$ cat src/rtl/dds_sweep_ctrl.sv
// Frequency-sweep controller for a DDS: steps a tuning word from cfg_start to cfg_stop
// with per-word dwell, in single, repeating-sawtooth or triangle mode.
module dds_sweep_ctrl #(
  parameter int FW = 11,
  parameter int DW = 16
) (
  input  logic          clk,
  input  logic          resetn,
  input  logic          start,
  input  logic          abort,
  input  logic [FW-1:0] cfg_start,
  input  logic [FW-1:0] cfg_stop,
  input  logic [FW-1:0] cfg_step,
  input  logic [DW-1:0] cfg_dwell,
  input  logic [1:0]    cfg_mode,
  input  logic [2:0]    cfg_wave,
  output logic [FW-1:0] freq_word,
  output logic [2:0]    wave_type,
  output logic          busy,
  output logic          done,
  output logic          wrap,
  output logic          cfg_err
);

  typedef enum logic [1:0] {IDLE, RUN, DONE} state_t;

  localparam logic [1:0] MODE_SINGLE = 2'd0;
  localparam logic [1:0] MODE_SAW    = 2'd1;

  state_t        state;
  logic [FW-1:0] start_q, stop_q, step_q;
  logic [DW-1:0] dwell_q, dwell_cnt;
  logic [1:0]    mode_q;
  logic          dir_up;  // current direction of travel
  logic          fwd;     // on the start->stop leg (target is stop_q)

  logic [FW-1:0] target, next_word;
  logic          at_target, flip, cfg_bad;

  // One step from cur toward tgt, clamped to tgt when it would reach, pass, or wrap.
  function automatic logic [FW-1:0] step_toward(input logic [FW-1:0] cur,
                                                input logic          up,
                                                input logic [FW-1:0] stp,
                                                input logic [FW-1:0] tgt);
    logic [FW:0] sum;
    if (up) begin
      sum = {1'b0, cur} + {1'b0, stp};
      if (sum >= {1'b0, tgt}) return tgt;
    end else begin
      sum = {1'b0, cur} - {1'b0, stp};
      if (sum[FW] || sum <= {1'b0, tgt}) return tgt;
    end
    return sum[FW-1:0];
  endfunction

  assign cfg_bad = ((cfg_step == '0) && (cfg_start != cfg_stop)) ||
                   (cfg_mode == 2'd3) || (cfg_wave > 3'd4);

  // NOTE: every always_comb output gets a default first so no path leaves it unassigned (no latch).
  always_comb begin
    target    = fwd ? stop_q : start_q;
    at_target = (freq_word == target);
    flip      = 1'b0;
    next_word = step_toward(freq_word, dir_up, step_q, target);
    if (at_target) begin
      if (mode_q == MODE_SAW) begin
        next_word = start_q;
      end else begin
        // Triangle turnaround: the endpoint has dwelt once, head back the other way.
        next_word = step_toward(freq_word, ~dir_up, step_q, fwd ? start_q : stop_q);
        flip      = 1'b1;
      end
    end
  end

  // NOTE: sequential state uses non-blocking assignments only, so all registers update together.
  always_ff @(posedge clk or negedge resetn) begin
    if (!resetn) begin
      state     <= IDLE;
      freq_word <= '0;
      wave_type <= '0;
      busy      <= 1'b0;
      done      <= 1'b0;
      wrap      <= 1'b0;
      cfg_err   <= 1'b0;
      dwell_cnt <= '0;
      dir_up    <= 1'b1;
      fwd       <= 1'b1;
      // NOTE: the config shadow is a handful of flops, not a RAM, so it is reset with everything else.
      start_q   <= '0;
      stop_q    <= '0;
      step_q    <= '0;
      dwell_q   <= '0;
      mode_q    <= '0;
    end else begin
      done <= 1'b0;
      wrap <= 1'b0;
      case (state)
        IDLE: begin
          if (abort) begin
            freq_word <= '0;
          end else if (start) begin
            if (cfg_bad) begin
              cfg_err <= 1'b1;
            end else begin
              start_q   <= cfg_start;
              stop_q    <= cfg_stop;
              step_q    <= cfg_step;
              dwell_q   <= cfg_dwell;
              mode_q    <= cfg_mode;
              freq_word <= cfg_start;
              wave_type <= cfg_wave;
              dwell_cnt <= cfg_dwell;
              dir_up    <= (cfg_start <= cfg_stop);
              fwd       <= 1'b1;
              cfg_err   <= 1'b0;
              busy      <= 1'b1;
              state     <= RUN;
            end
          end
        end

        RUN: begin
          if (abort) begin
            freq_word <= '0;
            busy      <= 1'b0;
            state     <= IDLE;
          end else if (dwell_cnt != '0) begin
            dwell_cnt <= dwell_cnt - DW'(1);
          end else if ((mode_q == MODE_SINGLE) && at_target) begin
            busy  <= 1'b0;
            done  <= 1'b1;
            state <= DONE;
          end else begin
            freq_word <= next_word;
            dwell_cnt <= dwell_q;
            wrap      <= (mode_q != MODE_SINGLE) && (next_word == start_q);
            if (flip) begin
              fwd    <= ~fwd;
              dir_up <= ~dir_up;
            end
          end
        end

        DONE: begin
          if (abort) freq_word <= '0;
          state <= IDLE;
        end

        default: state <= IDLE;
      endcase
    end
  end

endmodule

$ cat config.mk
export PLATFORM = sky130hd
export DESIGN_NAME = dds_sweep_ctrl
export DESIGN_NICKNAME = d
export VERILOG_FILES = /design/src/rtl/dds_sweep_ctrl.sv
export SDC_FILE = /design/constraint.sdc
export NUM_CORES = 1
export LEC_CHECK = 0
export BUFFER_PORTS_ARGS = -buffer_cell sky130_fd_sc_hd__buf_2
export CAP_MARGIN = 20
export CORE_MARGIN = 5
export CORE_UTILIZATION = 30
export CTS_CLUSTER_SIZE = 20
export DETAILED_ROUTE_END_ITERATION = 12
export GPL_ROUTABILITY_DRIVEN = 0
export MAX_ROUTING_LAYER = met4
export PLACE_DENSITY = 0.45
export RECOVER_POWER = 100
export SLEW_MARGIN = 20
export SYNTH_ARGS = -nofsm -noshare
export SYNTH_HDL_FRONTEND = slang
export SYNTH_SLANG_ARGS = --single-unit
$ cat constraint.sdc
create_clock -name clk -period 5.75 [get_ports clk]
set_input_delay 1.15 -clock clk [delete_from_list [all_inputs] [get_ports clk]]
set_output_delay 1.15 -clock clk [all_outputs]
set_load 0.005 [all_outputs]
==> impl_metrics.py <==
metrics = {
    "logic_synthesis": {
        "async_flop_share_pct": 100.0,
        "synth_area_leaders": "dfrtp_1, ha_1, mux2_2",
        "ys_ff_latch": 89,
        "synthTopCellsByCount": "dfrtp_1, ha_1, nand2_1, nor2_1, a21oi_1",
        "netlist_area_sq_mm": 0.008085,
        "post-synth-top-count-cell": "dfrtp_1",
        "yosys_warnings": 0,
        "syn_area_per_cell_sq_um": 8.592,
        "synth_nets": 1081,
        "synth_top_cell_area_share_pct": 26.93,
        "synth_seq_area_share_pct": 27.58,
        "yosysUniqueCellTypes": 77,
        "synth_edf_count": 0,
        "yosysTopAreaCell": "dfrtp_1",
        "synth_top_flop_cell": "dfrtp_1",
        "synth_cells": 941,
    },
    "sta": {
        "worstMarginPinSlew_ns": 1.812,
        "fin_worst_skew_ns": 0.01736,
        "min_period_ns": 5.300,
        "fmax_mhz": 188.7,
        "relSlewSlack_pct": -20.81,
        "hold_slack_ns": 0.5057,
        "final_hold_viol_count": 0,
        "final_max_slew_viol_count": 120,
        "fin_crit_sh_pct": 92.17,
        "setup_viol": 0,
    },
    "placed_design": {
        "placed_area_sq_mm": 0.008951,
        "place_inst": 1345,
        "dpl.hpwl_um": 22090,
        "numPortBuffers": 75,
    },
    "run_status": {
        "violations": "capacitance limit, slew limit",
        "outcome": "complete, but fails checks",
    },
    "min_path": {
        "hold_class": "reg -> reg",
    },
    "global_route": {
        "track_usage_pct": 18.88,
        "overflow": 0,
        "grt_max_degree": 60,
        "grt_antenna_before_repair": 0,
        "grt_pass1_wl_um": 43600,
        "grt_pass1_vias": 7289,
    },
    "detailed_routing": {
        "drc": 0,
        "wl_per_cell_um": 20.55,
        "postRouteWirelength_um": 27990,
        "antenna_left": 0,
        "vias": 7356,
        "firstDrtPassIters": 5,
        "first_iter_violations": 437,
        "drt-vias-per-instance": 5.401,
    },
    "cells_and_area": {
        "syn2layout_area_growth_pct": 14.44,
        "antenna_cells": 0,
        "layout-drive-gt1-share_pct": 18.02,
        "final_area_sq_mm": 0.009253,
        "final_cells": 1362,
        "fin_nets": 1156,
    },
    "clock_network": {
        "clock_latency_ns": 0.36,
        "numCtsBuffers": 9,
        "cts_htree_levels": 3,
        "clk_path_buf_depth": 2,
        "cts_sinks": 89,
        "root_buffer": "clkbuf_16",
        "cts.clk_slew.worst_paths_ns": 0.08,
        "cts_tree": "built",
    },
    "worst_setup_path": {
        "crit_path_end_kind": "flop",
        "worstPathArrival_ns": 5.53,
        "criticalPathCategory": "reg -> reg",
        "start_kind": "flop",
        "critPathRequiredTime_ns": 5.98,
        "cp_max_fo": 9,
    },
    "floorplanning": {
        "die_x_um": 174.2,
        "coreArea_sq_mm": 0.02673,
        "die-area_sq_mm": 0.03033,
        "start_util_pct": 30.25,
        "rows": 60,
        "die_y_um": 174.2,
        "io_pins": 76,
    },
    "run": {
        "maxCapViolCount": 3,
    },
}
## timing repair
item                                   4_1_cts  5_1_grt
setup buffers                                0        1
endpoints found under the hold margin        0        0
resized for setup                            0        7
setup endpoints to repair                    0        3
hold buffers                                 0        0
## cells in the final DEF (no fill, tap or decap), types with 17 or more instances in the layout
cell type,n
dfrtp_1,87
ha_1,80
nand2_1,75
nor2_1,75
a21oi_1,72
o21ai_0,67
buf_2,66
inv_1,53
mux2_2,50
mux2i_1,35
xnor2_1,31
nor3_1,30
buf_4,25
clkbuf_1,18
a211oi_1,17
## registers in the layout (all words and copies together), names as in the netlist, 2 cells and up
signal and cells:
dwell_cnt 16, dwell_q 16, freq_word 11, start_q 11, step_q 11, stop_q 11, wave_type 3, mode_q 2
state 2
## per-stage QoR
| step | util (%) | setup WS (ns) | setup TNS (ns) |
|---|---|---|---|
| after floorplan | - | 0.8404 | 0 |
| after global placement | 33.49 | 0.3744 | 0 |
| after detailed placement | 33.49 | 0.2643 | 0 |
| after CTS | 34.71 | 0.2587 | 0 |
| after global routing | 34.62 | -0.01233 | -0.01233 |
| final | 34.62 | 0.4500 | 0 |
## critical path, cell delays in order (launching register included)
cell and delay [ns]:
dfrtp_1 0.36, inv_1 0.06, ha_1 0.45, inv_1 0.20
a2111oi_4 0.40, a21boi_2 0.14, o21bai_1 0.19, a21o_1 0.17
a21oi_1 0.08, or2_2 0.33, ha_1 0.22, or4_1 0.39
a21oi_1 0.15, o221ai_1 0.13, a2bb2oi_1 0.16, o21a_1 0.29
nor4_1 0.30, a2111oi_1 0.10, a221oi_1 0.38, xnor2_1 0.17
o2111ai_1 0.13, a2111oi_1 0.35
## cell families (layout without fill, tap and decap cells)
group | Yosys count | count (layout) | share of synthesized area (%)
adder cells (fa/ha/maj) | 82 | 82 | 12.88
AO/OA/AOI/OAI | 267 | 267 | 21.46
AND/OR/NAND/NOR | 269 | 269 | 16.05
multiplexers | 92 | 92 | 12.58
XOR/XNOR | 41 | 41 | 4.441
buffers and inverters | 101 | 181 | 5.014
flip-flops | 89 | 89 | 27.58
## area by class of cell
| type | count | area [sq um] |
|---|---|---|
| multi-input cells | 751 | 5473 |
| flip-flops and latches | 89 | 2230 |
| well taps | 341 | 426.7 |
| clock buffers | 9 | 225.2 |
| inverters | 54 | 202.7 |
| clock inverters | 7 | 100.1 |
| fillers | 2829 | 17470 |
| repair buffers | 111 | 595.6 |
## per-layer routing
metal	global-route usage (%)	part of all wire, %	vias to the layer above
li1	-	-	3595
met1	23.29	44	3552
met2	31.86	50	160
met3	2.088	3.2	49
met4	7.258	3.3	0
met5	-	0	-
## path summary, 6_finish.rpt
kind                               from           end  slack, ns  cells after the start
setup / recovery              step_q[5]          wrap       0.45                     21
hold reg to reg            wave_type[2]  wave_type[2]       0.51                      1
setup reg to reg              step_q[5]          wrap       0.45                     21
min in group asynchronous        resetn     step_q[2]       1.28                      1
max in group asynchronous        resetn    start_q[4]       2.10                      2
hold / removal             wave_type[2]  wave_type[2]       0.51                      1
Power is not shown: default switching activity piles up to over one toggle a cycle in this logic, so the estimate is an artifact.
